===== src/rtl/apb_arb_pkg.sv =====
// Shared types and constants for the two-master APB arbiter.
package apb_arb_pkg;

  typedef enum logic [1:0] {
    ARB_IDLE   = 2'd0,
    ARB_SETUP  = 2'd1,
    ARB_ACCESS = 2'd2
  } arb_state_e;

  localparam int NUM_MASTERS = 2;

  // Width of the ACCESS-cycle watchdog counter for a given timeout.
  function automatic int tcnt_width(input int timeout_cycles);
    return $clog2(timeout_cycles + 1);
  endfunction

endpackage


===== src/rtl/rr_arb2.sv =====
// Combinational two-way round-robin pick: on a tie the master that was not served last wins.
module rr_arb2
  import apb_arb_pkg::*;
(
  input  logic [NUM_MASTERS-1:0] i_req,
  input  logic                   i_last,
  output logic                   o_gnt_idx,
  output logic                   o_gnt_valid
);

  // NOTE: every output gets a default before the case so no latch is inferred.
  always_comb begin
    o_gnt_valid = |i_req;
    o_gnt_idx   = 1'b0;
    case (i_req)
      2'b01:   o_gnt_idx = 1'b0;
      2'b10:   o_gnt_idx = 1'b1;
      2'b11:   o_gnt_idx = ~i_last;
      default: o_gnt_idx = 1'b0;
    endcase
  end

endmodule


===== src/rtl/apb_arbiter_2m.sv =====
// Two-master round-robin APB arbiter; one downstream transfer at a time, losers stalled via pready.
// Optional per-transfer watchdog: define APB_ARB_TIMEOUT_EN.
module apb_arbiter_2m
  import apb_arb_pkg::*;
#(
  parameter int APB_AW         = 32,
  parameter int APB_DW         = 32,
  parameter int TIMEOUT_CYCLES = 255
) (
  input  logic                  pclk,
  input  logic                  prst,

  input  logic                  i_s0_psel,
  input  logic [APB_AW-1:0]     i_s0_paddr,
  input  logic                  i_s0_pwrite,
  input  logic [APB_DW-1:0]     i_s0_pwdata,
  input  logic [APB_DW/8-1:0]   i_s0_pstrb,
  output logic                  o_s0_pready,
  output logic [APB_DW-1:0]     o_s0_prdata,
  output logic                  o_s0_pslverr,

  input  logic                  i_s1_psel,
  input  logic [APB_AW-1:0]     i_s1_paddr,
  input  logic                  i_s1_pwrite,
  input  logic [APB_DW-1:0]     i_s1_pwdata,
  input  logic [APB_DW/8-1:0]   i_s1_pstrb,
  output logic                  o_s1_pready,
  output logic [APB_DW-1:0]     o_s1_prdata,
  output logic                  o_s1_pslverr,

  output logic                  o_m_psel,
  output logic                  o_m_penable,
  output logic [APB_AW-1:0]     o_m_paddr,
  output logic                  o_m_pwrite,
  output logic [APB_DW-1:0]     o_m_pwdata,
  output logic [APB_DW/8-1:0]   o_m_pstrb,
  input  logic                  i_m_pready,
  input  logic [APB_DW-1:0]     i_m_prdata,
  input  logic                  i_m_pslverr,

  output logic                  o_timeout_seen
);

  localparam int SW = APB_DW / 8;

  if (TIMEOUT_CYCLES < 1 || TIMEOUT_CYCLES > 65535) begin : g_bad_timeout
    $error("apb_arbiter_2m: TIMEOUT_CYCLES must be in 1..65535");
  end

  arb_state_e         r_state;
  logic               r_grant;
  logic               r_last;
  logic [APB_AW-1:0]  r_paddr;
  logic               r_pwrite;
  logic [APB_DW-1:0]  r_pwdata;
  logic [SW-1:0]      r_pstrb;

  logic [NUM_MASTERS-1:0] w_req;
  logic                   w_gnt_idx;
  logic                   w_gnt_valid;
  logic                   w_timeout;
  logic                   w_done;
  logic [APB_AW-1:0]      w_sel_paddr;
  logic                   w_sel_pwrite;
  logic [APB_DW-1:0]      w_sel_pwdata;
  logic [SW-1:0]          w_sel_pstrb;

  assign w_req = {i_s1_psel, i_s0_psel};

  rr_arb2 u_rr_arb2 (
    .i_req       (w_req),
    .i_last      (r_last),
    .o_gnt_idx   (w_gnt_idx),
    .o_gnt_valid (w_gnt_valid)
  );

  assign w_sel_paddr  = w_gnt_idx ? i_s1_paddr  : i_s0_paddr;
  assign w_sel_pwrite = w_gnt_idx ? i_s1_pwrite : i_s0_pwrite;
  assign w_sel_pwdata = w_gnt_idx ? i_s1_pwdata : i_s0_pwdata;
  assign w_sel_pstrb  = w_gnt_idx ? i_s1_pstrb  : i_s0_pstrb;

`ifdef APB_ARB_TIMEOUT_EN
  localparam int                TCNT_W    = tcnt_width(TIMEOUT_CYCLES);
  localparam logic [TCNT_W-1:0] TCNT_LAST = TCNT_W'(TIMEOUT_CYCLES - 1);

  logic [TCNT_W-1:0] r_tcnt;
  logic              r_timeout_seen;

  // Abort only when the slave has not answered in the final allowed ACCESS cycle.
  assign w_timeout = (r_state == ARB_ACCESS) && (r_tcnt == TCNT_LAST) && !i_m_pready;

  always_ff @(posedge pclk) begin
    if (prst) begin
      r_tcnt         <= '0;
      r_timeout_seen <= 1'b0;
    end else begin
      r_tcnt <= (r_state == ARB_ACCESS) ? r_tcnt + 1'b1 : '0;
      if (w_timeout) r_timeout_seen <= 1'b1;
    end
  end

  assign o_timeout_seen = r_timeout_seen;
`else
  assign w_timeout      = 1'b0;
  assign o_timeout_seen = 1'b0;
`endif

  assign w_done = (r_state == ARB_ACCESS) && (i_m_pready || w_timeout);

  // NOTE: sequential state uses non-blocking assignments only; the capture
  // registers are reset too so the downstream bus reads all-zero out of reset.
  always_ff @(posedge pclk) begin
    if (prst) begin
      r_state  <= ARB_IDLE;
      r_grant  <= 1'b0;
      r_last   <= 1'b1;
      r_paddr  <= '0;
      r_pwrite <= 1'b0;
      r_pwdata <= '0;
      r_pstrb  <= '0;
    end else begin
      case (r_state)
        ARB_IDLE: begin
          if (w_gnt_valid) begin
            r_state  <= ARB_SETUP;
            r_grant  <= w_gnt_idx;
            r_paddr  <= w_sel_paddr;
            r_pwrite <= w_sel_pwrite;
            r_pwdata <= w_sel_pwdata;
            r_pstrb  <= w_sel_pstrb;
          end
        end
        ARB_SETUP: r_state <= ARB_ACCESS;
        ARB_ACCESS: begin
          if (w_done) begin
            r_state <= ARB_IDLE;
            r_last  <= r_grant;
          end
        end
        default: r_state <= ARB_IDLE;
      endcase
    end
  end

  assign o_m_psel    = (r_state == ARB_SETUP) || (r_state == ARB_ACCESS);
  assign o_m_penable = (r_state == ARB_ACCESS);
  assign o_m_paddr   = r_paddr;
  assign o_m_pwrite  = r_pwrite;
  assign o_m_pwdata  = r_pwdata;
  assign o_m_pstrb   = r_pstrb;

  // Only the granted master in ACCESS sees the slave; a watchdog abort forces an error with zero data.
  always_comb begin
    o_s0_pready  = 1'b0;
    o_s0_prdata  = '0;
    o_s0_pslverr = 1'b0;
    o_s1_pready  = 1'b0;
    o_s1_prdata  = '0;
    o_s1_pslverr = 1'b0;
    if (r_state == ARB_ACCESS) begin
      if (r_grant) begin
        o_s1_pready  = i_m_pready | w_timeout;
        o_s1_prdata  = w_timeout ? '0 : i_m_prdata;
        o_s1_pslverr = i_m_pslverr | w_timeout;
      end else begin
        o_s0_pready  = i_m_pready | w_timeout;
        o_s0_prdata  = w_timeout ? '0 : i_m_prdata;
        o_s0_pslverr = i_m_pslverr | w_timeout;
      end
    end
  end

endmodule

===== config.mk =====
export PLATFORM = sky130hd
export DESIGN_NAME = apb_arbiter_2m
export DESIGN_NICKNAME = d
export VERILOG_FILES = /design/src/rtl/apb_arb_pkg.sv /design/src/rtl/rr_arb2.sv /design/src/rtl/apb_arbiter_2m.sv
export SDC_FILE = /design/constraint.sdc
export NUM_CORES = 1
export LEC_CHECK = 0
export CAP_MARGIN = 5
export CELL_PAD_IN_SITES_DETAIL_PLACEMENT = 1
export CELL_PAD_IN_SITES_GLOBAL_PLACEMENT = 1
export CORE_MARGIN = 8
export CORE_UTILIZATION = 21
export DETAILED_ROUTE_END_ITERATION = 8
export PLACE_DENSITY = 0.83
export SLEW_MARGIN = 15
export SYNTH_ARGS = -nofsm -noshare
export SYNTH_HDL_FRONTEND = slang
export SYNTH_SLANG_ARGS = --single-unit

===== constraint.sdc =====
create_clock -name pclk -period 1.7 [get_ports pclk]
set_input_delay 0.34 -clock pclk [delete_from_list [all_inputs] [get_ports pclk]]
set_output_delay 0.34 -clock pclk [all_outputs]
set_load 0.005 [all_outputs]

==> results_dict.tcl <==
set metrics [dict create \
    grt_pass1_wl_um 30900 \
    setup_viol 73 \
    powerDensity_mw_per_mm2 819 \
    switchingPower_mw 2.11 \
    num_vias 5031 \
    cts.hold.buffers_added 0 \
    design_area_mm2 0.00836 \
    swShare_pct 30.8 \
    worst-setup-path-type "reg2out" \
    cts_sinks 73 \
    numCtsBuffers 9 \
    synth_area_mm2 0.00368 \
    synth_cells 490 \
    async_reset_ff_share_pct 0 \
    synth_cell_types 26 \
    place_area_mm2 0.00727 \
    ys_ff_latch 73 \
    multi_input_area_mm2 0.00225 \
    drv_slew 0 \
    clkPwrFrac_pct 28.9 \
    drtAntennaViolNets 0 \
    antenna_found_initial 0 \
    hpwl_um 15400 \
    vdd_ir_drop_max_v 0.000567 \
    end_kind "primary output" \
    drive_gt1_share_pct 27.0 \
    p_leak_nw 3.51 \
    final_nets 1012 \
    design.portCount 316 \
    arrival_ps 1900 \
    max_freq_mhz 446 \
    start_kind "flip-flop" \
    die_w_um 148 \
    required_ps 1360 \
    area_growth_pct 127 \
    port_buffers 314 \
    worst_hold_slack_ps 371 \
    wirelength_um 22400 \
    core_area_mm2 0.0172 \
    synth-main-ff-cell "dfxtp_1" \
    finalHoldViolCount 0 \
    rows 48 \
    drt_iter0_drc 132 \
    insertion_delay_ps 340 \
    comb_power_share_pct 40.0 \
    routedWlPerCell_um 21.1 \
    die_area_mm2 0.0220 \
    finish.utilization_pct 48.5 \
    status "finished, violations left" \
    grtUsageTotal_pct 18.1 \
    grt_start_max_net_pins 45 \
    synth_edf_count 0 \
    cts_root_buffer "clkbuf_16" \
    grt_pass1_vias 5147 \
    crit_fanout 6 \
    cts_buffer_depth 2 \
    tns_ps -24280 \
    overflow 0 \
    violations "negative setup slack" \
    detail_route.vias_per_cell 4.73 \
    cts_tree "done" \
    intPower_mw 4.73 \
    min_period_over_period_pct 132 \
    seq_area_frac_synth_pct 39.7 \
    dr.pass1.iters 4 \
    power_frac_seq_pct 31.1 \
    final.setup_skew_ps 7.42 \
    rsz0062_at_grt "yes" \
    register_area_mm2 0.00146 \
    synth.net_count 669 \
    dp.cells 1006 \
    h-tree-depth 3 \
    min_period_ps 2240 \
    hold_path_class "in2reg" \
    initial_core_util_pct 21.3 \
    post-route-drc-count 0 \
    fin_cells 1063 \
    gp_congestion 0.790 \
    drv_cap 0 \
    fill_cells 1961 \
    setup_slack_ps -543 \
    antenna_cells 0 \
    synth.avg_cell_area_um2 7.51 \
    die_h_um 148 \
    yosysWarnings 0 \
    path_clk_slew_ps 70 \
]
==> Yosys cell counts (3+ instances only) <==
cell type / number / area share (%)
ha_1: 3 / 1.0
buf_2: 20 / 2.7
and2_1: 33 / 5.6
a211oi_1: 69 / 14
and3_1: 34 / 5.8
nor2_1: 72 / 7.3
nand2_1: 70 / 7.1
dfxtp_1: 73 / 40
a21oi_1: 70 / 9.5
buf_4: 4 / 0.82
clkbuf_1: 23 / 2.3
==> final timing paths <==
path	from	end	depth (start not counted)	slack, ps
worst max-delay path	r_state[0]	o_s0_prdata[11]	9	-540
worst max register to register	r_state[0]	r_last	11	-100
worst min register to register	o_m_pwdata[7]	o_m_pwdata[7]	2	500
worst min-delay path	prst	r_grant	2	370
==> state kept, by name (all words and copies together), names as in the netlist <==
| name | flops |
|---|---|
| r_grant | 1 |
| o_m_pstrb | 4 |
| r_last | 1 |
| o_m_pwrite | 1 |
| r_state | 2 |
| o_m_paddr | 32 |
| o_m_pwdata | 32 |
==> metal layers <==
layer | global-route usage [%] | wire, um | up-vias
met1 | 19.8 | 8540 | 2422
met5 | 0 | 0 | -
met3 | 8.30 | 1900 | 41
li1 | - | - | 2372
met4 | 5.81 | 620 | 0
met2 | 30.6 | 11400 | 196
==> final cells by class <==
| cell class | instances | share of cell area (%) |
|---|---|---|
| clock buffer | 9 | 2.69 |
| clock inverter | 7 | 0.943 |
| inverter | 2 | 0.0898 |
| multi-input combinational | 365 | 26.9 |
| sequential | 73 | 17.5 |
| tap | 225 | 3.37 |
| timing repair buffer | 382 | 48.5 |
==> power by group through the flow <==
stage               Clock [mW]  Combinational (mW)  Sequential, mW
global placement             0                2.33            2.14
global route              2.12                2.96            2.16
CTS                       2.05                2.46            2.13
finish                    1.98                2.74            2.13
floorplan                    0               0.860            2.16
detailed placement           0                2.36            2.16
==> critical path, stage by stage (launching register included) <==
cell and delay [ps]:
dfxtp_2 340, inv_2 90, ha_4 140, nor2b_4 300
buf_6 160, buf_6 100, buf_6 90, buf_6 80
and2_4 150, buf_6 100
==> metrics by stage <==
step	total power, mW	setup WS, ps
3_3_place_gp	4.47	-198
3_5_place_dp	4.52	-279
6_report	6.84	-543
2_1_floorplan	3.02	17.7
4_1_cts	6.64	-577
5_1_grt	7.23	-594
==> kinds of logic (layout without fill, tap and decap cells) <==
logic type / Yosys count / in the layout / synth area share [%]
other cells: 1 / 1 / 0.102
fa+ha+maj: 3 / 3 / 1.02
simple gates: 214 / 214 / 26.7
mux: 1 / 1 / 0.272
buf+inv: 52 / 400 / 6.84
compound gates: 146 / 146 / 25.3
flops: 73 / 73 / 39.7
==> what timing repair did <==
item                       CTS  global route
cloned                       3             5
gates resized for setup    218           202
setup buffers               12            26
pin swaps                    1             8
setup endpoints to repair   76           107
==> cells in the final DEF, fill, tap and decap left out, types with 2 or more instances in the layout <==
master           netlist  layout
and3_1                34       6
dfxtp_2                0       2
buf_12                 0      16
and2_4                 0      30
nand2b_1               2       2
buf_4                  4      18
clkinvlp_4             0       3
buf_6                  2      87
and2_1                33       3
buf_8                  0       2
nor2_1                72      71
clkdlybuf4s50_1        0     243
a211oi_1              69      69
buf_2                 20      11
nand2_1               70      69
dfxtp_1               73      71
inv_6                  0       2
clkbuf_16              0      13
and3_4                 0      28
ha_4                   0       2
a21oi_1               70      70
No activity file was read; power rests on OpenSTA's default activity.
